--- src/rtl/serial_magnitude_comparator_pkg.sv ---
// Shared types and parameter checks for the serial magnitude comparator.
package cmp_pkg;

  // Controller states: waiting for operands, stepping digits, holding a result.
  typedef enum logic [1:0] {
    IDLE = 2'd0,
    BUSY = 2'd1,
    DONE = 2'd2
  } state_t;

  // One-hot comparison outcome as presented on the output flags.
  typedef struct packed {
    logic eq;
    logic gt;
    logic lt;
  } cmp_result_t;

  // A digit width is usable only if it tiles the operand exactly.
  function automatic bit steps_ok(input int n, input int d);
    return (n >= 1) && (d >= 1) && (d <= n) && ((n % d) == 0);
  endfunction

endpackage

--- src/rtl/serial_magnitude_comparator_cmp_digit.sv ---
// Unsigned compare of one DIGIT-bit slice; purely combinational.
module cmp_digit #(
  parameter int DIGIT = 2
) (
  input  logic [DIGIT-1:0] x,
  input  logic [DIGIT-1:0] y,
  output logic             gt,
  output logic             lt
);

  assign gt = (x > y);
  assign lt = (x < y);

endmodule

--- src/rtl/serial_magnitude_comparator.sv ---
// Multi-cycle MSB-first magnitude comparator with signed/unsigned mode and
// valid/ready handshakes. Signed operands are turned into offset binary on
// accept so every digit step is a plain unsigned compare.
module serial_magnitude_comparator
  import cmp_pkg::*;
#(
  parameter int N     = 8,
  parameter int DIGIT = 2
) (
  input  logic         clk,
  input  logic         rst,
  input  logic         in_valid,
  output logic         in_ready,
  input  logic [N-1:0] a,
  input  logic [N-1:0] b,
  input  logic         signed_mode,
  output logic         out_valid,
  input  logic         out_ready,
  output logic         aeqb,
  output logic         agtb,
  output logic         altb,
  output logic         busy
);

  localparam int STEPS = (DIGIT > 0) ? (N / DIGIT) : 1;
  localparam int CW    = (STEPS > 1) ? $clog2(STEPS) : 1;
  localparam logic [N-1:0] MSB_MASK = N'(1) << (N - 1);

  if (!steps_ok(N, DIGIT)) begin : g_bad_param
    $error("serial_magnitude_comparator: DIGIT must divide N and lie in 1..N");
  end

  state_t       state_q, state_d;
  logic [N-1:0] a_q, a_d, b_q, b_d;
  logic [CW-1:0] count_q, count_d;
  logic         decided_q, decided_d;
  logic         gt_q, gt_d, lt_q, lt_d;
  cmp_result_t  flags_q, flags_d;

  logic dig_gt, dig_lt;
  logic new_gt, new_lt;

  // The operand registers shift left each step, so the current digit is
  // always the top DIGIT bits.
  cmp_digit #(.DIGIT(DIGIT)) u_digit (
    .x  (a_q[N-1 -: DIGIT]),
    .y  (b_q[N-1 -: DIGIT]),
    .gt (dig_gt),
    .lt (dig_lt)
  );

  // First unequal digit wins; once decided, later digits cannot change it.
  assign new_gt = gt_q | (~decided_q & dig_gt);
  assign new_lt = lt_q | (~decided_q & dig_lt);

  // State, operand, accumulator and flag registers with synchronous reset.
  always_ff @(posedge clk) begin
    if (rst) begin
      state_q   <= IDLE;
      a_q       <= '0;
      b_q       <= '0;
      count_q   <= '0;
      decided_q <= 1'b0;
      gt_q      <= 1'b0;
      lt_q      <= 1'b0;
      flags_q   <= '0;
    end else begin
      state_q   <= state_d;
      a_q       <= a_d;
      b_q       <= b_d;
      count_q   <= count_d;
      decided_q <= decided_d;
      gt_q      <= gt_d;
      lt_q      <= lt_d;
      flags_q   <= flags_d;
    end
  end

  // Next-state and datapath control for accept, digit stepping and retire.
  always_comb begin
    state_d   = state_q;
    a_d       = a_q;
    b_d       = b_q;
    count_d   = count_q;
    decided_d = decided_q;
    gt_d      = gt_q;
    lt_d      = lt_q;
    flags_d   = flags_q;
    unique case (state_q)
      IDLE: begin
        if (in_valid) begin
          a_d       = a ^ (signed_mode ? MSB_MASK : '0);
          b_d       = b ^ (signed_mode ? MSB_MASK : '0);
          count_d   = '0;
          decided_d = 1'b0;
          gt_d      = 1'b0;
          lt_d      = 1'b0;
          state_d   = BUSY;
        end
      end
      BUSY: begin
        a_d       = a_q << DIGIT;
        b_d       = b_q << DIGIT;
        decided_d = decided_q | dig_gt | dig_lt;
        gt_d      = new_gt;
        lt_d      = new_lt;
        count_d   = count_q + CW'(1);
        if (count_q == CW'(STEPS - 1)) begin
          flags_d.eq = ~(new_gt | new_lt);
          flags_d.gt = new_gt;
          flags_d.lt = new_lt;
          count_d    = '0;
          state_d    = DONE;
        end
      end
      DONE: begin
        if (out_ready) begin
          flags_d = '0;
          state_d = IDLE;
        end
      end
      default: state_d = IDLE;
    endcase
  end

  assign in_ready  = (state_q == IDLE);
  assign out_valid = (state_q == DONE);
  assign busy      = (state_q != IDLE);
  assign aeqb      = flags_q.eq;
  assign agtb      = flags_q.gt;
  assign altb      = flags_q.lt;

endmodule

--- config.mk ---
export PLATFORM = sky130hd
export DESIGN_NAME = serial_magnitude_comparator
export DESIGN_NICKNAME = d
export VERILOG_FILES = /design/src/rtl/serial_magnitude_comparator_pkg.sv /design/src/rtl/serial_magnitude_comparator_cmp_digit.sv /design/src/rtl/serial_magnitude_comparator.sv
export SDC_FILE = /design/constraint.sdc
export NUM_CORES = 1
export LEC_CHECK = 0
export CAP_MARGIN = 20
export CORE_ASPECT_RATIO = 1.25
export CORE_MARGIN = 8
export CORE_UTILIZATION = 48
export CTS_CLUSTER_SIZE = 25
export DETAILED_ROUTE_END_ITERATION = 16
export GPL_ROUTABILITY_DRIVEN = 0
export PLACE_DENSITY = 0.85
export REMOVE_ABC_BUFFERS = 1
export SLEW_MARGIN = 10
export SYNTH_ARGS = -nofsm -noshare
export SYNTH_HDL_FRONTEND = slang
export SYNTH_SLANG_ARGS = --single-unit
--- constraint.sdc ---
create_clock -name clk -period 1.6 [get_ports clk]
set_input_delay 0.32 -clock clk [delete_from_list [all_inputs] [get_ports clk]]
set_output_delay 0.32 -clock clk [all_outputs]
set_load 0.01 [all_outputs]
==> flow_metrics.env <==
export IMPL_critical_path_top_delay_family="buffers and inverters"
export IMPL_top_layer="met4"
export IMPL_routed_via_density=5.40
export IMPL_cts_buffers=3
export IMPL_synth_most_common_cell="dfxtp_1"
export IMPL_clk_pin_slew_ns=0.14
export IMPL_ant_nets=0
export IMPL_regArea_sq_um=522
export IMPL_cap_violations=0
export IMPL_finClkSkew_ns=0.0101
export IMPL_report_final_slew_viol_count=0
export IMPL_synth_top_area_frac=0.447
export IMPL_critical_path_arrival_ns=1.23
export IMPL_root_buffer="clkbuf_4"
export IMPL_yosysTopAreaCell="dfxtp_1"
export IMPL_overflow=0
export IMPL_start_util=0.489
export IMPL_ys_types=28
export IMPL_die_x_microns=60.0
export IMPL_multiInputGateArea_sq_um=589
export IMPL_path_buf_inv=1
export IMPL_drt_pass1_iter_count=4
export IMPL_post_cts_buffers=0
export IMPL_num_vias=1080
export IMPL_startpoint_type="register"
export IMPL_rows=20
export IMPL_cts_tree="yes"
export IMPL_grt_pass1_vias=1000
export IMPL_crit_fanout=2
export IMPL_diodes=0
export IMPL_startpoint="altb"
export IMPL_cpPeakStageDelay_ns=0.54
export IMPL_synth_common_cells="dfxtp_1, nand2_1, nor2_1"
export IMPL_hpwl_mm=2.09
export IMPL_globalRouteTotalUtil=0.132
export IMPL_worstReg2RegStart="b_q[7]"
export IMPL_status="finished, final reports clean"
export IMPL_fp_dieArea_sq_mm=0.00427
export IMPL_cts_buffer_depth=2
export IMPL_drtIter0Drc=27
export IMPL_cp_end_kind="output pin"
export IMPL_syn_area_sq_mm=0.00116
export IMPL_synth_main_ff_cell="dfxtp_1"
export IMPL_drc_errors=0
export IMPL_holdBufCountCts=0
export IMPL_synthArstFlopShare=0
export IMPL_r2r_cells=6
export IMPL_total_power_mw=1.35
export IMPL_antenna_found_initial=0
export IMPL_cp_slowest_cell="clkdlybuf4s50_1"
export IMPL_hold_violations=0
export IMPL_powerDensity_mw_per_mm2=886
export IMPL_syn_inst=140
export IMPL_grt_pass1_wl_mm=4.46
export IMPL_yosysWarningCount=0
export IMPL_yosysSeqAreaShare=0.447
export IMPL_worstSetupPathType="register to output pin"
export IMPL_wl_met2_mm=1.44
export IMPL_drive_gt1_frac=0.114
export IMPL_crit_end="altb"
export IMPL_area_growth_pct=31.3
export IMPL_r2r_slack_ns=0.07
export IMPL_setup_viol=0
export IMPL_synthTopCellsByArea="dfxtp_1, nand2_1, a311oi_1"
export IMPL_period_minus_slack_ns=1.55
export IMPL_nets=192
export IMPL_avgSynthCellArea_sq_um=8.31
export IMPL_final_util=0.643
export IMPL_wl_met3_microns=86
export IMPL_clkSinkCount=26
export IMPL_synth_edff_count=0
export IMPL_htree_levels=1
export IMPL_ys_ff_latch=26
export IMPL_fill_cells=204
export IMPL_r2r_end="gt_q"
export IMPL_vdd_ir_drop_max_uv=653
export IMPL_fp_coreArea_sq_mm=0.00238
export IMPL_required_ns=1.28
export IMPL_worstMarginPinSlew_ns=0.286
export IMPL_io_pins=27
export IMPL_wl_per_cell_microns=13.9
export IMPL_io_buffer_count=26
export IMPL_worstSkewPairLatency_ns=0.32
export IMPL_drt_wl_total_mm=2.77
export IMPL_grt_start_max_net_pins=22
export IMPL_max_freq_mhz=647
export IMPL_slew_headroom=0.809
export IMPL_hold_path_class="register to register"
export IMPL_die_h_microns=71.1
export IMPL_rsz0062_at_grt="no"
export IMPL_worst_path_stages=1
export IMPL_p_leak_nw=0.632
export IMPL_met1_length_mm=1.19
export IMPL_fin_crit_sh=0.966
export IMPL_path_cells="clkdlybuf4s50_1"
## stage by stage
step / setup TNS [ns] / worst slack [ns] / hold WS, ns / instance area, sq um / instances
global placement: 0 / 0.0112 / 0.459 / 1480 / 196
floorplan: 0 / 0.237 / 0.389 / 1120 / 131
finish: 0 / 0.0548 / 0.484 / 1530 / 200
CTS: 0 / 0.0490 / 0.494 / 1520 / 200
global route: 0 / 0.00128 / 0.511 / 1530 / 200
detailed placement: -0.0380 / -0.0117 / 0.470 / 1480 / 196
## flip-flops by register name, summed over array words and instances (netlist names)
| register | flops |
|---|---|
| state_q | 2 |
| a_q | 8 |
| aeqb | 1 |
| count_q | 2 |
| b_q | 8 |
| altb | 1 |
| agtb | 1 |
| decided_q | 1 |
| lt_q | 1 |
| gt_q | 1 |
## how the worst min path moves through the flow
stage	slack (ns)	end	cells past startpoint	startpoint
2_1_floorplan	0.39	state_q[1]	1	rst
3_3_place_gp	0.46	agtb	2	agtb
3_5_place_dp	0.47	a_q[5]	2	a_q[3]
4_1_cts	0.49	agtb	2	agtb
5_1_grt	0.51	agtb	2	agtb
6_report	0.48	a_q[3]	2	a_q[1]
## routing by layer
layer | vias up | global-route usage
met5 | - | 0
met4 | 0 | 0.0638
met3 | 4 | 0.0163
met2 | 24 | 0.227
met1 | 506 | 0.154
li1 | 546 | -
## logic make-up after synthesis
logic type / after synthesis / synth area share
AOI/OAI and AO/OA: 32 / 0.217
DFF: 26 / 0.447
buffers and inverters: 15 / 0.0581
xor gates and xnor gates: 2 / 0.0151
adders and majority gates: 3 / 0.0323
and+or+nand+nor: 62 / 0.230
## cells in the final DEF, fill, tap and decap left out, types with 5 or more instances in the layout
| master | netlist | layout |
|---|---|---|
| dfxtp_1 | 26 | 25 |
| a21oi_1 | 6 | 6 |
| nor2_1 | 23 | 22 |
| inv_1 | 6 | 6 |
| nand2_1 | 24 | 24 |
| a311oi_1 | 10 | 10 |
| buf_4 | 2 | 5 |
| a22oi_1 | 7 | 7 |
| clkdlybuf4s50_1 | 0 | 22 |
## report_power, final
group	leakage (nW)	internal, mW	total, mW	switching (mW)
registers	0.214	0.694	0.721	0.0269
clock network	0.0210	0.139	0.333	0.194
logic	0.397	0.149	0.300	0.151
## timing repair
| action | in CTS | in global routing |
|---|---|---|
| endpoints found under the setup margin | 4 | 6 |
| resized for setup | 6 | 3 |
| pin swaps | 0 | 0 |
## cell type report
class	instances	share of cell area
multi-input combinational	99	0.386
sequential	26	0.342
timing repair buffer	32	0.207
tap	33	0.0270
clock buffer	4	0.0238
inverter	6	0.0147
Note: power is estimated with default switching activity, not from simulation.
==> variant: new RTL, same flow settings <==
Re-encode `state_t` (3 states) as one-hot, 3 bits wide.
--- a/src/rtl/serial_magnitude_comparator_pkg.sv
+++ b/src/rtl/serial_magnitude_comparator_pkg.sv
@@ -2,10 +2,10 @@
 package cmp_pkg;
 
   // Controller states: waiting for operands, stepping digits, holding a result.
-  typedef enum logic [1:0] {
-    IDLE = 2'd0,
-    BUSY = 2'd1,
-    DONE = 2'd2
+  typedef enum logic [2:0] {
+    IDLE = 3'b001,
+    BUSY = 3'b010,
+    DONE = 3'b100
   } state_t;
 
   // One-hot comparison outcome as presented on the output flags.
Behaviour: same outputs for any inputs over 10 cycles, from zero or initial values and one cycle with rst high; not proved beyond that.
==> variant against the unedited design <==
- routed wire length up 5.4%
- cell area up 4.8%
- synthesized area up 9.7%
- total power up 1.1%
- worst hold slack worse by 0.0024 ns
- critical path depth up 5
- via count down 1.3%
- setup slack worse by 0.024 ns
- global-route usage down 0.50 points
- sequential cell count up 1
- synthesized cell count down 2.9%
- critical endpoint is now gt_q
- largest cell class unchanged
- largest power group unchanged
- highest routed layer unchanged
==> variant: results (changes against the unedited design) <==
* Status: finished, final reports clean
* Top Registers: a_q: 8 flops, b_q: 8 flops, state_q: 3 flops
* First-pass GRT wire length at 4795 µm (+7.4%)
* Largest net degree at the start of global routing at 22 (unchanged)
* Place WS at 0.004293 ns (+0.01595 ns)
* WP data arrival at 1.79 ns (+0.56 ns)
* Fin cells at 199 (-0.50%)
* Top cells by area, synth: dfxtp_1, nor3_2, nor2_1, o22ai_1, a21oi_1
* Antenna Cells at 0 (unchanged)
* Mean Syn Cell Area at 9.384 µm² (+13%)
* Seq/Total Area, Yosys at 42.35% (-2.4 points)
* Synth Warn # at 0 (unchanged)
* Maximum vdd drop at 0.6316 mV (-3.2%)
* Clk buf depth at 2 (unchanged)
* Clk slew on worst S/H paths at 0.16 ns (+0.02 ns)
* H-tree levels at 1 (unchanged)
* Cts bufs inserted at 3 (unchanged)
* Startpoint types: register
* Synth cell types at 36 (+29%)
* Sw Ratio at 29.00% (+1.5 points)
* P_leak at 0.6143 nW (-2.9%)
* Initial antenna violation count at 0 (unchanged)
* Final hold violations at 0 (unchanged)
* Overall routed net length at 2924 µm (+5.4%)
* Area after DPL at 1546 µm² (+4.7%)
* Initial DRC count at 40 (+48%)
* Port Buffers at 26 (unchanged)
* Worst-path maximum fanout at 3 (+1)
* Hold Crit Class: register to register
* Post-DP HPWL at 2181 µm (+4.5%)
* Number of global-route vias before repair at 1,062 (+6.2%)
* Clk_skew at 0.01607 ns (+0.005962 ns)
* Fillers at 222 (+8.8%)
* Nets@finish at 190 (-1.0%)
* Top cell types by occurrence after synthesis: dfxtp_1, nor2_1, o22ai_1
* Drt first pass iters at 4 (unchanged)
* Layout cells sized above 1 at 21.21% (+9.8 points)
* Clock root buffer: clkbuf_4
* Post-synth EDFFs at 0 (unchanged)
* Worst slew margin at 80.30% (-0.60 points)
* All-Layer GR Usage at 12.74% (-0.50 points)
* Insertion delay to the later sink of the worst-skew pair at 0.33 ns
* Async SR Flop Fraction at 0% (unchanged)
* Vias/cell at 5.357 (-0.80%)
==> variant: changes by cell type after synthesis, sizes merged, moves of 3 or more <==
| cell | change |
|---|---|
| nand2 | -16 |
| nor3 | +13 |
| a311oi | -10 |
| nand3 | +4 |
| a21oi | +3 |
| nor2 | -4 |
| a22oi | -7 |
| nor2b | -4 |
| o22ai | +12 |
==> variant: power groups by stage <==
stage,logic (W),clock network (W),registers (W)
6_report,0.000322,0.000303,0.000745
5_1_grt,0.000351,0.000340,0.000750
2_1_floorplan,0.000171,0,0.000752
4_1_cts,0.000319,0.000306,0.000744
3_3_place_gp,0.000291,0,0.000754
3_5_place_dp,0.000303,0,0.000758
==> variant: per-stage QoR <==
step,TNS [ns],utilization [%]
floorplan,-0.5695,-
global placement,0,59.45
detailed placement,0,59.45
CTS,0,61.62
global route,0,61.57
finish,0,61.57
==> variant: area by class of cell <==
cell class | instances | area (µm²) | share of cell area [%]
Clock inverter | 1 | 7.507 | 0.4687
Inverter | 4 | 15.01 | 0.9375
Sequential cell | 27 | 544.3 | 33.98
Multi-Input combinational cell | 95 | 636.9 | 39.77
Clock buffer | 3 | 22.52 | 1.406
Tap cell | 34 | 42.54 | 2.656
Timing Repair Buffer | 35 | 332.8 | 20.78
==> variant: layer usage <==
metal	vias up	GRT usage, %	wire (µm)
li1	540	-	-
met3	4	3.049	122
met2	24	22.58	1471
met4	0	5.455	29
met1	498	14.21	1301
met5	-	0	0
==> variant: worst paths after layout <==
kind | from | endpoint | slack (ns) | cells after the start
setup / recovery | a_q[6] | gt_q | 0.03 | 6
hold / removal | agtb | agtb | 0.48 | 1
setup reg to reg | a_q[6] | gt_q | 0.03 | 6
hold reg to reg | agtb | agtb | 0.48 | 1
==> variant: timing repair <==
item / 4_1_cts / 5_1_grt
pin swaps: 1 / 1
buffers inserted: 1 / 0
setup endpoints to repair: 7 / 8
gates resized for setup: 8 / 7
==> variant: logic make-up (layout without fill, tap and decap cells) <==
logic type | count (synthesis) | in the layout | synth area share (%)
multiplexers | 1 | 1 | 0.8823
XOR/XNOR | 2 | 2 | 1.373
flip-flops | 27 | 27 | 42.35
AND/OR/NAND/NOR | 61 | 61 | 28.53
adder cells (fa/ha/maj) | 3 | 3 | 2.941
buffers and inverters | 14 | 43 | 9.411
AO/OA/AOI/OAI | 28 | 28 | 14.51
==> variant: critical path, stage by stage (launching register included) <==
cell and delay [ns]:
dfxtp_1 0.37, inv_1 0.05, ha_1 0.20, nand2b_1 0.18, a221oi_2 0.26, nor2_1 0.11, nor4_1 0.28
